==> src/rtl/my_pkg.sv <==
// Shared lcisc types: opcode enum, instruction fields, KISS99 state and the
// program-generator FSM states.
package my_pkg;

   typedef enum logic [1:0] {
      ADD = 2'd0,
      SUB = 2'd1,
      MUL = 2'd2,
      DIV = 2'd3
   } opcode_t;

   typedef struct packed {
      opcode_t    opcode;
      logic [7:0] operand1;
      logic [7:0] operand2;
      logic [7:0] dest;
   } inst_t;

   typedef struct packed {
      logic [31:0] z;
      logic [31:0] w;
      logic [31:0] jsr;
      logic [31:0] jcong;
   } kiss99_t;

   localparam logic [31:0] KISS_Z_MUL     = 32'd36969;
   localparam logic [31:0] KISS_W_MUL     = 32'd18000;
   localparam logic [31:0] KISS_JCONG_MUL = 32'd69069;
   localparam logic [31:0] KISS_JCONG_ADD = 32'd1234567;

   typedef enum logic [2:0] {
      ST_IDLE = 3'd0,
      ST_SEED = 3'd1,
      ST_DRAW = 3'd2,
      ST_EMIT = 3'd3,
      ST_DONE = 3'd4
   } prog_gen_state_t;

endpackage

==> src/rtl/lcisc_kiss99_step.sv <==
// One combinational KISS99 step: advances all four sub-generators and
// forms the 32-bit output from the post-step values.
module lcisc_kiss99_step
   import my_pkg::*;
(
   input  kiss99_t     i_st,
   output kiss99_t     o_st,
   output logic [31:0] o_r
);

   logic [31:0] w_z;
   logic [31:0] w_w;
   logic [31:0] w_j1;
   logic [31:0] w_j2;
   logic [31:0] w_j3;
   logic [31:0] w_jc;

   assign w_z  = (KISS_Z_MUL * {16'd0, i_st.z[15:0]}) + (i_st.z >> 16);
   assign w_w  = (KISS_W_MUL * {16'd0, i_st.w[15:0]}) + (i_st.w >> 16);
   assign w_j1 = i_st.jsr ^ (i_st.jsr << 17);
   assign w_j2 = w_j1 ^ (w_j1 >> 13);
   assign w_j3 = w_j2 ^ (w_j2 << 5);
   assign w_jc = (KISS_JCONG_MUL * i_st.jcong) + KISS_JCONG_ADD;

   assign o_st.z     = w_z;
   assign o_st.w     = w_w;
   assign o_st.jsr   = w_j3;
   assign o_st.jcong = w_jc;
   assign o_r        = (((w_z << 16) + w_w) ^ w_jc) + w_j3;

endmodule

==> src/rtl/lcisc_prog_gen.sv <==
// Pseudo-random lcisc program writer: emits NUM_INST KISS99-derived
// instructions over a valid/ready stream. Optional checksum output is
// enabled by defining LCISC_PROG_GEN_CHECKSUM_EN.
module lcisc_prog_gen
   import my_pkg::*;
#(
   parameter int NUM_INST = 8,
   parameter int NUM_REGS = 16,
   parameter int OP_BITS  = 2
) (
   input  logic            clk,
   input  logic            rst_n,
   input  logic            start,
   input  logic [63:0]     seed,
   output logic            busy,
   output logic            inst_valid,
   input  logic            inst_ready,
   output logic [7:0]      inst_index,
   output opcode_t         inst_opcode,
   output logic [7:0]      inst_operand1,
   output logic [7:0]      inst_operand2,
   output logic [7:0]      inst_dest,
   output prog_gen_state_t dbg_state,
   output logic            done
`ifdef LCISC_PROG_GEN_CHECKSUM_EN
   ,
   output logic [31:0]     prog_checksum
`endif
);

   localparam logic [7:0]  LAST_INDEX = 8'(NUM_INST - 1);
   localparam logic [31:0] REG_MASK   = 32'(NUM_REGS - 1);

   prog_gen_state_t r_state;
   kiss99_t         r_kiss;
   logic            r_busy;
   logic            r_valid;
   logic            r_done;
   logic [7:0]      r_index;
   inst_t           r_inst;

   kiss99_t         w_kiss_next;
   logic [31:0]     w_r;
   inst_t           w_inst;
   logic            w_start_acc;
   logic            w_hs;

   lcisc_kiss99_step u_step (
      .i_st (r_kiss),
      .o_st (w_kiss_next),
      .o_r  (w_r)
   );

   // Register fields are reduced mod NUM_REGS (a power of two) by masking.
   assign w_inst.opcode   = opcode_t'(OP_BITS'(w_r));
   assign w_inst.operand1 = 8'((w_r >> 8) & REG_MASK);
   assign w_inst.operand2 = 8'((w_r >> 16) & REG_MASK);
   assign w_inst.dest     = 8'((w_r >> 24) & REG_MASK);

   assign w_start_acc = start && ((r_state == ST_IDLE) || (r_state == ST_DONE));
   // Handshake: an instruction transfers on a rising edge where inst_valid
   // and inst_ready are both high; inst_ready is ignored while inst_valid=0.
   assign w_hs = (r_state == ST_EMIT) && r_valid && inst_ready;

   always_ff @(posedge clk or negedge rst_n) begin
      if (!rst_n) begin
         r_state <= ST_IDLE;
         r_kiss  <= '0;
         r_busy  <= 1'b0;
         r_valid <= 1'b0;
         r_done  <= 1'b0;
         r_index <= 8'd0;
         r_inst  <= '0;
      end else begin
         case (r_state)
            ST_IDLE, ST_DONE: begin
               if (w_start_acc) begin
                  r_kiss.z     <= seed[31:0];
                  r_kiss.w     <= seed[63:32];
                  r_kiss.jsr   <= seed[31:0] ^ seed[63:32];
                  r_kiss.jcong <= seed[63:32];
                  r_done       <= 1'b0;
                  r_busy       <= 1'b1;
                  r_state      <= ST_SEED;
               end
            end
            ST_SEED: begin
               r_index <= 8'd0;
               r_state <= ST_DRAW;
            end
            ST_DRAW: begin
               r_kiss  <= w_kiss_next;
               r_inst  <= w_inst;
               r_valid <= 1'b1;
               r_state <= ST_EMIT;
            end
            ST_EMIT: begin
               if (w_hs) begin
                  r_valid <= 1'b0;
                  if (r_index == LAST_INDEX) begin
                     r_done  <= 1'b1;
                     r_busy  <= 1'b0;
                     r_state <= ST_DONE;
                  end else begin
                     r_index <= r_index + 8'd1;
                     r_state <= ST_DRAW;
                  end
               end
            end
            default: r_state <= ST_IDLE;
         endcase
      end
   end

`ifdef LCISC_PROG_GEN_CHECKSUM_EN
   logic [31:0] r_checksum;

   always_ff @(posedge clk or negedge rst_n) begin
      if (!rst_n) begin
         r_checksum <= 32'd0;
      end else if (w_start_acc) begin
         r_checksum <= 32'd0;
      end else if (w_hs) begin
         r_checksum <= {r_checksum[30:0], r_checksum[31]} ^
                       {r_inst.dest, r_inst.operand2, r_inst.operand1, 8'(r_inst.opcode)};
      end
   end

   assign prog_checksum = r_checksum;
`endif

   assign busy          = r_busy;
   assign inst_valid    = r_valid;
   assign inst_index    = r_index;
   assign inst_opcode   = r_inst.opcode;
   assign inst_operand1 = r_inst.operand1;
   assign inst_operand2 = r_inst.operand2;
   assign inst_dest     = r_inst.dest;
   assign dbg_state     = r_state;
   assign done          = r_done;

endmodule

==> config.mk <==
export PLATFORM = sky130hd
export DESIGN_NAME = lcisc_prog_gen
export DESIGN_NICKNAME = d
export VERILOG_FILES = /design/src/rtl/my_pkg.sv /design/src/rtl/lcisc_kiss99_step.sv /design/src/rtl/lcisc_prog_gen.sv
export SDC_FILE = /design/constraint.sdc
export NUM_CORES = 1
export LEC_CHECK = 0
export BUFFER_PORTS_ARGS = -buffer_cell sky130_fd_sc_hd__clkbuf_2
export CAP_MARGIN = 40
export CORE_UTILIZATION = 35
export DETAILED_ROUTE_END_ITERATION = 8
export MAX_ROUTING_LAYER = met4
export PLACE_DENSITY = 0.56
export SYNTH_ARGS = -nofsm -noshare
export SYNTH_HDL_FRONTEND = slang
export SYNTH_SLANG_ARGS = --single-unit
==> constraint.sdc <==
create_clock -name clk -period 11.99 [get_ports clk]
set_clock_uncertainty 0.05 [all_clocks]
set_input_delay 1.7985 -clock clk [delete_from_list [all_inputs] [get_ports clk]]
set_output_delay 1.7985 -clock clk [all_outputs]
set_load 0.005 [all_outputs]
==> Word-level counts from Yosys, hierarchy flattened <==
Cells that the tools add are included.
{ "word_totals": {"out_inout_bits": 40, "word_cells": 70, "register_bits": 156, "in_bits": 68} }
{ "classes": {"reduce_logical": 15, "bitwise_logic": 5, "addsub": 6, "mux": 19, "n_eq_ne": 9, "multipliers": 3} }
{ "op_table": {"columns": ["op", "n"], "rows": [
  ["128-bit case mux with 2 select lines", 1],
  ["128-bit 2-to-1 mux", 1],
  ["32-bit XOR", 3],
  ["28-bit adder", 2],
  ["31-bit by 16-bit adder with 32-bit output", 1],
  ["32-bit by 16-bit adder with 32-bit output", 1],
  ["32-bit by 21-bit adder with 32-bit output, second input constant", 1],
  ["16-bit by 16-bit multiplier with 32-bit output, first input constant", 1],
  ["17-bit by 32-bit multiplier with 32-bit output, first input constant", 1],
  ["32-bit by 19-bit XOR with 32-bit output", 1],
  ["28-bit XOR", 1],
  ["11-bit by 16-bit multiplier with 27-bit output, first input constant", 1],
  ["8-bit 2-to-1 mux", 2],
  ["8-bit case mux with 2 select lines", 1],
  ["3-bit case mux with 4 select lines", 1],
  ["3-bit 2-to-1 mux", 3],
  ["8-bit by 1-bit adder with 8-bit output, second input constant", 1],
  ["8-bit by 3-bit == test with 1-bit output, second input constant", 1],
  ["2-bit nonzero test", 4],
  ["1-bit 2-to-1 mux", 7],
  ["3-bit by 2-bit == test with 1-bit output, second input constant", 2],
  ["2-bit inequality test, second input constant", 3],
  ["1-bit case mux with 2 select lines", 3],
  ["2-bit AND reduction", 3],
  ["9 further kinds", 11]
]} }

==> Logic depth before layout (Yosys ltp) <==
{ "logic_depth": {"ltp_word": 5, "mapped_depth": 38, "ltp_nobuf": 38} }

==> Cells and area by module <==
From an unflattened synthesis, not the netlist that was laid out.
{ "unflattened": {"hier_cells": 2782, "area_unflattened_um2": 25762.2} }
{ "by_module_without_submodules": {"columns": ["module", "seq_area_each_um2", "instances", "area_each_um2", "cells_per_inst"], "rows": [
  ["lcisc_kiss99_step", 0.0, 1, 18293.8, 2042],
  ["lcisc_prog_gen", 3903.7, 1, 7468.4, 740]
]} }

==> Least setup slack after synthesis <==
No wires, ideal clock.
{ "synth_path": {"path_type": "register to register", "start": "register r_kiss[69] in the netlist's numbering", "end": "register r_inst, in the netlist inst_dest[3]", "setup_time_ps": 76, "synth_period_minus_slack_ps": 8048, "path_slack_ps": 3942, "arrival_time_ps": 7922, "path_stages_with_launch": 38, "required_ps": 11864, "path_buffers": 0, "cell_sequence": "dfrtp_1 -> ha_1 -> ha_1 -> inv_1 -> fa_1 -> inv_1 -> fa_1 -> inv_1 -> fa_1 -> inv_1 -> ha_1 -> xnor2_1 -> ha_1 -> o21ai_0 -> nor2_1 -> nand3_1 -> a21boi_0 -> mux2_2 -> [2 not listed] -> ha_1 -> nor2b_1 -> o21ai_0 -> nand2_1 -> a21o_1 -> a21o_1 -> a21o_1 -> a21o_1 -> xnor2_1 -> xor2_1 -> ha_1 -> a21oi_1 -> o21ai_0 -> a21o_1 -> a221oi_1 -> xnor2_1 -> xnor3_1 -> o21ai_1"} }
{ "synth_via": {"elab_chain_cells": 5} }
{ "synth_rtl": {"columns": ["item", "line", "rtl"], "rows": [
  ["from (decl)", "lcisc_prog_gen.sv:35", "kiss99_t r_kiss;"],
  ["from (signal assigned)", "lcisc_prog_gen.sv:92", "r_kiss <= w_kiss_next;"],
  ["11-bit by 16-bit multiplier with 27-bit output", "lcisc_kiss99_step.sv:19", "assign w_w = (KISS_W_MUL * {16'd0, i_st.w[15:0]}) + (i_st.w >> 16);"],
  ["31-bit by 16-bit adder with 32-bit output", "lcisc_kiss99_step.sv:19", null],
  ["28-bit adder", "lcisc_kiss99_step.sv:29", "assign o_r = (((w_z << 16) + w_w) ^ w_jc) + w_j3;"],
  ["28-bit XOR", "lcisc_kiss99_step.sv:29", null],
  ["28-bit adder", "lcisc_kiss99_step.sv:29", null],
  ["to (signal assigned)", "lcisc_prog_gen.sv:93", "r_inst <= w_inst;"],
  ["to (decl)", "lcisc_prog_gen.sv:40", "inst_t r_inst;"]
]} }
Every way passes these cells.
A chain may end at the register's enable or synchronous reset.

==> Worst setup path in the final report <==
{ "layout_path": {"start": "register r_kiss[65] in the netlist's numbering", "end": "register r_inst, in the netlist inst_dest[3]"} }
Same word-level chain as after synthesis.

==> results.py <==
metrics = {
    "sta": {
        "fmax_ghz": 0.111,
        "max_slew_margin_pct": 38.4,
        "setup_tns_ns": 0,
        "rsz0062_at_grt": "false",
        "period_needed_ns": 8.97,
        "drv_slew": 0,
        "hold_viol_final": 0,
        "setup_viol": 0,
        "worstMarginPinSlew_ns": 0.912,
        "period_share_pct": 74.8,
    },
    "critical_path": {
        "rr_endpoint": "inst_dest[3]",
        "worstSetupStartpointType": "flop",
        "r2r_slack_ns": 3.02,
        "rr_worst_depth": 36,
        "crit_path_max_incr_delay_ns": 0.56,
        "crit_arrival_ns": 9.31,
        "critical_path_required_ns": 12.33,
        "slowest_stage": "fa_1",
        "critPathMostFrequentCell": "ha_1",
        "critical_path_class": "flop to flop",
        "crit_path_end_kind": "flop",
        "crit_fanout": 7,
        "reg2reg_from": "r_kiss[65]",
    },
    "clock_tree": {
        "numClockSinks": 152,
        "clk_pin_slew_ns": 0.08,
        "root_buffer": "clkbuf_16",
        "cts_resized": 0,
        "tritoncts": "built",
        "postCtsHoldBufs": 0,
        "cts_buffer_depth": 2,
        "clock_latency_ns": 0.47,
        "cts_inserted_buffers": 17,
        "htree_levels": 4,
        "post-cts-setup-buffer-count": 0,
    },
    "yosys": {
        "synth-seq-area-share_pct": 16.2,
        "synthArstFlopShare_pct": 100,
        "netlist_area_um2": 23500,
        "syn_avg_cell_area_um2": 8.83,
        "synth_flop_cell": "dfrtp_1",
        "synth_edf_count": 0,
        "ys_types": 72,
        "synth_cells": 2665,
        "yosys_warnings": 0,
        "yosys_register_bits": 152,
    },
    "die": {
        "num_io_pins": 108,
        "initial_utilization_pct": 35.6,
        "rows": 94,
        "dieArea_um2": 68300,
        "die_h_um": 261,
        "coreArea_um2": 66200,
        "die_w_um": 261,
    },
    "finish": {
        "fin_nets": 3433,
        "syn2layout_area_growth_pct": 8.30,
        "drive_gt1_share_pct": 5.71,
    },
    "min_path": {
        "hold_path_class": "flop to flop",
        "holdPathEnd": "inst_operand1[3]",
        "hold_depth": 2,
        "hp-start": "inst_operand1[3]",
    },
    "detailed_routing": {
        "route.vias.total": 18600,
        "finalWirelength_um": 72200,
        "dr.pass1.iters": 9,
        "drtAntennaViolNets": 0,
        "wl_per_cell_um": 20.1,
        "drc": 2,
        "drtIter0Drc": 1332,
        "viasPerCell": 5.18,
    },
    "place": {
        "routabilityCongestion": 0.954,
        "portBuffers": 95,
        "hpwl_um": 60800,
    },
    "grt": {
        "grt_overflow": 0,
        "grt_usage_pct": 22.4,
        "grt_pass1_vias": 18700,
        "grt_antenna_before_repair": 1,
        "grt_max_degree": 86,
        "grt_pass1_wl_um": 112000,
    },
    "run_status": {
        "status": "finished, violations left",
        "failed_checks": "DRC",
    },
    "flow_run": {
        "max-cap-violations": 0,
    },
}
[layout by cell type, fill, tap and decap left out, drive strengths merged, types with 34 or more instances in the layout]
cell    instances
a21o           38
a21oi         159
a31oi          34
clkbuf        112
dfrtp         152
fa            215
ha            430
inv           469
nand2         211
nand3          37
nor2          155
o21ai         154
xnor2         174
xor2           79
[sequential cells by signal, indices dropped and copies added, names as in the netlist]
signal and flops:
busy 1, dbg_state 3, done 1, inst_dest 4, inst_index 8, inst_opcode 2, inst_operand1 4, inst_operand2 4
inst_valid 1, r_kiss 124
[worst max-delay path by stage]
stage                              end       start  slack, ns
after global placement    inst_dest[3]  r_kiss[66]       3.17
after global routing      inst_dest[3]  r_kiss[65]       2.24
final                     inst_dest[3]  r_kiss[65]       3.02
after floorplan           inst_dest[3]  r_kiss[69]       3.94
after detailed placement  inst_dest[3]  r_kiss[66]       3.10
after CTS                 inst_dest[3]  r_kiss[66]       3.08
[worst max-delay path, delay by kind of cell, from the launching register on]
kind	cells	cell delay, ns
adders and majority gates	9	3.08
AOI/OAI and AO/OA	14	2.98
xor gates and xnor gates	6	1.09
and+or+nand+nor	6	0.81
DFF	1	0.50
muxes	1	0.40
[metrics by stage]
stage	hold WS, ns	cell area [um^2]	setup WS [ns]	util (%)	cells
after floorplan	0.404	23600	3.94	-	2676
after global placement	0.421	24900	3.17	37.6	3563
after detailed placement	0.422	24900	3.10	37.6	3565
after CTS	0.438	25500	3.08	38.5	3597
after global routing	0.457	25500	2.24	38.5	3599
final	0.434	25500	3.02	38.5	3600
[cells in the mapped netlist (4+ instances only)]
master / instances / share of area (%)
a2111oi_0: 5 / 0.19
nand4_1: 10 / 0.27
o31a_1: 4 / 0.15
clkbuf_1: 64 / 1.0
mux2i_1: 5 / 0.21
buf_4: 12 / 0.38
a31oi_1: 34 / 0.90
or4_1: 5 / 0.16
fa_1: 215 / 18
o21ai_1: 4 / 0.085
o31ai_1: 7 / 0.22
nand3b_1: 4 / 0.13
ha_1: 430 / 23
dfrtp_1: 152 / 16
inv_1: 463 / 7.4
a41oi_1: 4 / 0.15
and2_1: 17 / 0.45
and3_1: 19 / 0.50
o211ai_1: 21 / 0.67
nand3_1: 37 / 0.79
o21bai_1: 15 / 0.48
nand2b_1: 11 / 0.29
nor2b_1: 14 / 0.37
xor2_1: 79 / 2.9
a21o_1: 38 / 1.2
a21oi_1: 158 / 3.4
nor2_1: 155 / 2.5
o311ai_0: 4 / 0.15
a211oi_1: 19 / 0.61
a21boi_0: 4 / 0.13
a221oi_1: 4 / 0.15
o21a_1: 25 / 0.80
xnor2_1: 173 / 6.4
o211a_1: 4 / 0.17
nand2_1: 211 / 3.4
a31o_2: 4 / 0.15
o21ai_0: 148 / 3.1
nor3_1: 30 / 0.64
[layer usage]
layer  GRT usage, %  wire, um  up-vias
met2           34.0     31900      493
met3           2.54      3860       65
met4           4.60      1360        0
li1               -         -     8920
met5              -         0        -
met1           31.9     35100     9165
[area by class of cell]
| class | instances | area (um^2) |
|---|---|---|
| fillers | 6724 | 40700 |
| multi-input cells | 1981 | 17700 |
| flip-flops and latches | 152 | 3800 |
| inverters | 463 | 1740 |
| well taps | 864 | 1080 |
| repair buffers | 105 | 552 |
| clock buffers | 18 | 429 |
| clock inverters | 14 | 163 |
| diodes | 3 | 7.51 |
[cell families (layout without fill, tap and decap cells)]
kind of cell	count (synthesis)	after routing	synth area share (%)
xor gates and xnor gates	255	255	9.63
AOI/OAI and AO/OA	529	529	13.8
other	1	15	0.0159
buffers and inverters	543	600	8.86
muxes	7	7	0.308
DFF	152	152	16.2
adders and majority gates	645	645	41.1
and+or+nand+nor	533	533	10.1
Power is left out: the tool's default activity adds up to more than one toggle a clock period on the data nets, which glitch-free logic cannot reach.
